<file path="config.mk">
export PLATFORM = sky130hd
export DESIGN_NAME = fifo_wr_arbiter
export DESIGN_NICKNAME = d
export VERILOG_FILES = /design/src/rtl/fifo_arb_pkg.sv /design/src/rtl/fifo_wr_arbiter_rr_pick.sv /design/src/rtl/fifo_wr_arbiter.sv
export SDC_FILE = /design/constraint.sdc
export NUM_CORES = 1
export LEC_CHECK = 0
export CAP_MARGIN = 40
export CORE_AREA = 4 4 53 55
export DETAILED_ROUTE_END_ITERATION = 8
export DIE_AREA = 0 0 57 59
export GPL_ROUTABILITY_DRIVEN = 0
export HOLD_SLACK_MARGIN = 0.06
export PLACE_DENSITY = 0.8
export SYNTH_ARGS = -nofsm -noshare
export SYNTH_HDL_FRONTEND = slang
export SYNTH_HIERARCHICAL = 1
export SYNTH_SLANG_ARGS = --single-unit
</file>
<file path="constraint.sdc">
create_clock -name wclk -period 2.21 [get_ports wclk]
set_input_delay 0.442 -clock wclk [delete_from_list [all_inputs] [get_ports wclk]]
set_output_delay 0.442 -clock wclk [all_outputs]
set_load 0.05 [all_outputs]
</file>
<file path="src/rtl/fifo_arb_pkg.sv">
// fifo_arb_pkg: shared FSM encoding and default sizing for the FIFO write arbiter
package fifo_arb_pkg;
  typedef enum logic {IDLE = 1'b0, GRANT = 1'b1} state_t;
  localparam int DSIZE_DEF = 8;
  localparam int NREQ_DEF = 4;
  localparam int BURST_DEF = 4;
endpackage

</file>
<file path="src/rtl/fifo_wr_arbiter_rr_pick.sv">
// rr_pick: first requester with req set, searching upward from last_owner+1 mod NREQ
module rr_pick
  import fifo_arb_pkg::*;
#(
  parameter int NREQ = NREQ_DEF
) (
  input  logic [NREQ-1:0]         req,
  input  logic [$clog2(NREQ)-1:0] last_owner,
  output logic                    valid,
  output logic [$clog2(NREQ)-1:0] index
);
  localparam int IW = $clog2(NREQ);
  logic [IW-1:0] j;
  always_comb begin
    index = '0;
    j = '0;
    for (int k = NREQ; k >= 1; k--) begin
      j = IW'((int'(last_owner) + k) % NREQ);
      index = req[j] ? j : index;
    end
  end
  assign valid = |req;
endmodule

</file>
<file path="src/rtl/fifo_wr_arbiter.sv">
// fifo_wr_arbiter: rotating-priority burst arbiter feeding one FIFO write port
module fifo_wr_arbiter
  import fifo_arb_pkg::*;
#(
  parameter int DSIZE = DSIZE_DEF,
  parameter int NREQ  = NREQ_DEF,
  parameter int BURST = BURST_DEF
) (
  input  logic                    wclk,
  input  logic                    rst_n,
  input  logic [NREQ-1:0]         req,
  input  logic [NREQ*DSIZE-1:0]   req_data,
  output logic [NREQ-1:0]         gnt,
  input  logic                    full,
  output logic                    wreq,
  output logic [DSIZE-1:0]        wdata,
  output logic                    busy,
  output logic [$clog2(NREQ)-1:0] owner
);
  localparam int IW = $clog2(NREQ);
  localparam int BW = $clog2(BURST + 1);
  state_t        state_q, state_d;
  logic [IW-1:0] owner_q, owner_d, last_q, last_d, pick_idx;
  logic [BW-1:0] beat_q, beat_d;
  logic          pick_valid, take, release_now;
  rr_pick #(.NREQ(NREQ)) u_pick (
    .req        (req),
    .last_owner (last_q),
    .valid      (pick_valid),
    .index      (pick_idx)
  );
  assign take        = (state_q == GRANT) && req[owner_q] && !full;
  assign release_now = (state_q == GRANT) && (!req[owner_q] || (take && beat_q == BW'(BURST - 1)));
  always_comb begin
    state_d = state_q;
    owner_d = owner_q;
    last_d  = last_q;
    beat_d  = take ? beat_q + 1'b1 : beat_q;
    if (state_q == IDLE && pick_valid && !full) begin
      state_d = GRANT;
      owner_d = pick_idx;
      beat_d  = '0;
    end
    if (release_now) begin
      state_d = IDLE;
      last_d  = owner_q;
      beat_d  = '0;
    end
  end
  always_ff @(posedge wclk or negedge rst_n) begin
    if (!rst_n) begin
      state_q <= IDLE;
      owner_q <= '0;
      last_q  <= IW'(NREQ - 1);
      beat_q  <= '0;
    end else begin
      state_q <= state_d;
      owner_q <= owner_d;
      last_q  <= last_d;
      beat_q  <= beat_d;
    end
  end
  // Grant is combinational so a word is written in the same cycle it is offered.
  assign gnt   = take ? NREQ'(1) << owner_q : '0;
  assign wreq  = take;
  assign wdata = take ? req_data[owner_q*DSIZE +: DSIZE] : '0;
  assign busy  = state_q == GRANT;
  assign owner = owner_q;
endmodule

</file>
==> results <==
- The met3 routing resource usage after global routing is 4.14%.
- The maximum clock frequency is 458 MHz.
- The remaining antenna violation count is 0.
- In this run the tightest slew margin relative to its limit is 67.3%.
- Using the TritonRoute via totals, the vias-per-cell ratio works out to 5.37.
- The count of placed standard cells including taps is 161.
- The half-perimeter wire length after detailed placement is 2100 um.
- The number of buffers added by the clock tree synthesis step is 3.
- The synthesized design spends more area on one cell type than any other, namely sky130_fd_sc_hd__dfrtp_1.
- The violation count after the first detailed-route iteration is 14.
- The number of endpoints with negative hold slack in the final report is 0.
- The power share of the sequential group is between 20% and 30%.
- For this run, asynchronously set or reset flops after synthesis account for 100%.
- The clock transition at the registers of the reported paths is 0.05 ns.
- The number of nets handed over by synthesis was 113.
- The share of total power dissipated in the clock network is 7.1%.
- The layout overhead on the synthesized area is 99.5%.
- Along the worst path, the maximum fanout reaches 7.
- In the global route stage, met2 resource usage came out at between 30% and 40%.
- The worst path meets setup with 0.0281 ns of slack.
- Yosys attributes the largest share of cell area to sky130_fd_sc_hd__dfrtp_1, sky130_fd_sc_hd__mux4_2, sky130_fd_sc_hd__mux4_1, sky130_fd_sc_hd__dfstp_2, sky130_fd_sc_hd__and3_1.
- The die boundary width is 57 um.
- The total number of vias is 907.
- The post-route netlist has between 40% and 50% of its cells at a drive strength greater than 1.
- Global routing consumed, on the met1 layer, roughly a fifth of the routing resources.
- TritonCTS built the clock tree.
- The internal power component is a little over 0.0009 W.
- For the finished layout, the period the worst path requires is 2.18 ns.
- In the synthesized netlist the dominant register cell turns out to be sky130_fd_sc_hd__dfrtp_1.
- The die covers about 0.0034 mm2.
- The sum of overflow across all layers after global routing is 0.
- The top cell type by area accounts for 19.0% of the synthesized area.
- From bottom edge to top edge, the die measures 59 um.
- The number of global-route vias before repair came to 955.
- The type of destination of the critical path is an output port.
- Global routing consumed, over all layers together, 17.0% of the routing resources.
- The run finished with clean final reports.
- The Yosys step of the flow raised 6 warnings.
- CTS built an H-tree with a depth of 1.
- The post-route clock skew is about 0.0042 ns.
- The final layout contains routed wiring with a total length of 2980 um.
- The average instance in the mapped netlist occupies 11.0 um2.
- The classification of the worst setup path is flop to output port.
- The first-pass detailed-route iteration total is 4.
- The peak supply drop is between 0.5 and 0.6 mV.
- The worst setup path is launched from a flop.
- The switching power is ~0.00072 W.
- The number of cell rows is 18.
- Across the run, the number of max-cap violations was 0.
- The clock sink count is 8.
- After the last flow step, the layout net total stands at 181.
- The count of buffers from port buffering is 54.
- The worst hold path belongs to the class primary input to asynchronous set/reset pin.
- For this run, design rule violations remaining after detail routing come to 0.
- The count of cells in the finished layout, fillers not included, comes to 169.
- The number of antenna diodes in the final layout is 0.
- The number of distinct library cells after synthesis is 31.
- The power density over the cells is 1040 mW/mm2.
- The library cell used as clock root buffer is sky130_fd_sc_hd__clkbuf_4.
- The worst-case clock buffer depth is 2.
- The flop and latch count out of synthesis is 8.
- In this run the standard cell core region covers about 0.0024 mm2.
- The area of the mapped netlist is 790 um2.
- The number of flops mapped to enable cells by yosys is 0.
- In this run switching power makes up 44.2% of total power.
- The share of power burned in combinational logic is 72.7%.
- After detailed routing, the average wire length per cell comes to approximately 18 um.
- Timing analysis after detailed placement gives a worst setup slack of -0.0918 ns.
- At the worst endpoint, the required time is 1.77 ns.
- Setup repair after global routing could not meet its margin everywhere.
- After synthesis, the most frequently instantiated cells are sky130_fd_sc_hd__and3_1, sky130_fd_sc_hd__dfrtp_1, sky130_fd_sc_hd__mux4_2, sky130_fd_sc_hd__nor2_1.
- For the worst-skew pair, the clock arrives at the later sink with an insertion delay of around 0.25 ns.
- The boundary pin count is 55.
- The slew at the pin closest to its max-slew limit is about 0.49 ns.
- Buffers inserted to repair hold after CTS numbered 0.
- The maximum number of pins on one net before global-route repair is 11.
- The initial antenna violation count was 0.
- The accumulated negative setup slack is 0 ns.
- Summed over all cells, the static leakage comes to 0.651 nW.
- The first global-routing pass estimated ~4400 um of wire.
- For this configuration, the core starts out at a cell density of 33.1%.
- The final number of max-transition violations is 0.
- The total of endpoints with negative setup slack in the final report is 0.
- The worst path uses between 90 and 100% of the clock period.
- The cell count after synthesis is 72.
- The fraction of the yosys area taken by sequential cells is approximately a quarter.
- sky130_fd_sc_hd__and3_1 is the most common cell in the netlist.
- The layer with the highest usage is met2.
- Data on the critical path arrives at its endpoint at ~1.7 ns.
## layer usage
metal,vias to the layer above,part of all wire [%]
li1,417,-
met1,445,37
met2,41,55
met3,4,6.2
met4,0,1.2
met5,-,0
## cell families (layout without fill, tap and decap cells)
kind of cell    after synthesis  count (layout)  share of synthesized area [%]
flops                         8               8                           25.7
fa+ha+maj                     2               2                           3.17
buf+inv                       7              73                           5.39
mux                          13              14                           32.8
compound gates               12              12                           11.3
simple gates                 30              30                           21.7
## critical path, stage by stage (launching register included)
cell and delay, ns:
sky130_fd_sc_hd__dfrtp_2 0.48, sky130_fd_sc_hd__buf_6 0.15, sky130_fd_sc_hd__mux4_2 0.51, sky130_fd_sc_hd__and3_4 0.20, sky130_fd_sc_hd__buf_6 0.14
## flip-flops by register name, summed over array words and instances (netlist names)
name and count:
beat_q 3, last_q 2, owner 2, busy 1
## placed cells by master (no fill, tap or decap), types with 4 or more instances in the layout
cell type	count
sky130_fd_sc_hd__nor2_1	6
sky130_fd_sc_hd__buf_12	5
sky130_fd_sc_hd__clkdlybuf4s50_1	35
sky130_fd_sc_hd__nand2b_1	4
sky130_fd_sc_hd__dfrtp_1	4
sky130_fd_sc_hd__and3_4	5
sky130_fd_sc_hd__mux2_2	4
sky130_fd_sc_hd__buf_6	10
sky130_fd_sc_hd__buf_4	11
sky130_fd_sc_hd__mux4_2	10
sky130_fd_sc_hd__dlygate4sd2_1	4
## stage by stage
stage	hold slack (ns)	utilization [%]	instance area (um2)	total power, W
after global placement	0.491	60.1	1430	0.00130
after detailed placement	0.495	60.1	1430	0.00132
after global routing	0.472	66.0	1580	0.00173
final	0.456	66.0	1580	0.00164
after floorplan	0.146	-	807	0.00101
after CTS	0.462	64.3	1530	0.00155
## final timing paths
kind                                       start  depth (start not counted)  slack, ns               endpoint
setup / recovery            owner[0]$_DFFE_PN0P_                          4       0.03               wdata[3]
hold / removal                             rst_n                          1       0.46  beat_q[1]$_DFFE_PN0P_
setup reg to reg            owner[0]$_DFFE_PN0P_                          4       0.33  last_q[1]$_DFFE_PN1P_
hold reg to reg            beat_q[1]$_DFFE_PN0P_                          1       0.51  beat_q[1]$_DFFE_PN0P_
max in group asynchronous                  rst_n                          1       1.46  last_q[1]$_DFFE_PN1P_
min in group wclk          beat_q[1]$_DFFE_PN0P_                          1       0.51  beat_q[1]$_DFFE_PN0P_
## repair_timing
action | CTS | global route
setup endpoints to repair | 9 | 7
gates resized for setup | 12 | 15
pin swaps | 1 | 4
cloned | 1 | 0
buffers inserted | 2 | 1
## power by group through the flow
stage | registers (W) | clock network [W] | logic (W)
finish | 0.000331 | 0.000116 | 0.00119
global route | 0.000347 | 0.000130 | 0.00125
CTS | 0.000321 | 0.000121 | 0.00111
detailed placement | 0.000330 | 0 | 0.000991
global placement | 0.000325 | 0 | 0.000974
floorplan | 0.000378 | 0 | 0.000636
## layout make-up
class / instances / area, um2
fillers: 185 / 812
repair buffers: 66 / 696
multi-input cells: 58 / 599
flip-flops and latches: 8 / 205
well taps: 30 / 37.5
clock buffers: 4 / 26.3
inverters: 3 / 11.3
No activity file was read; power rests on OpenSTA's default activity.
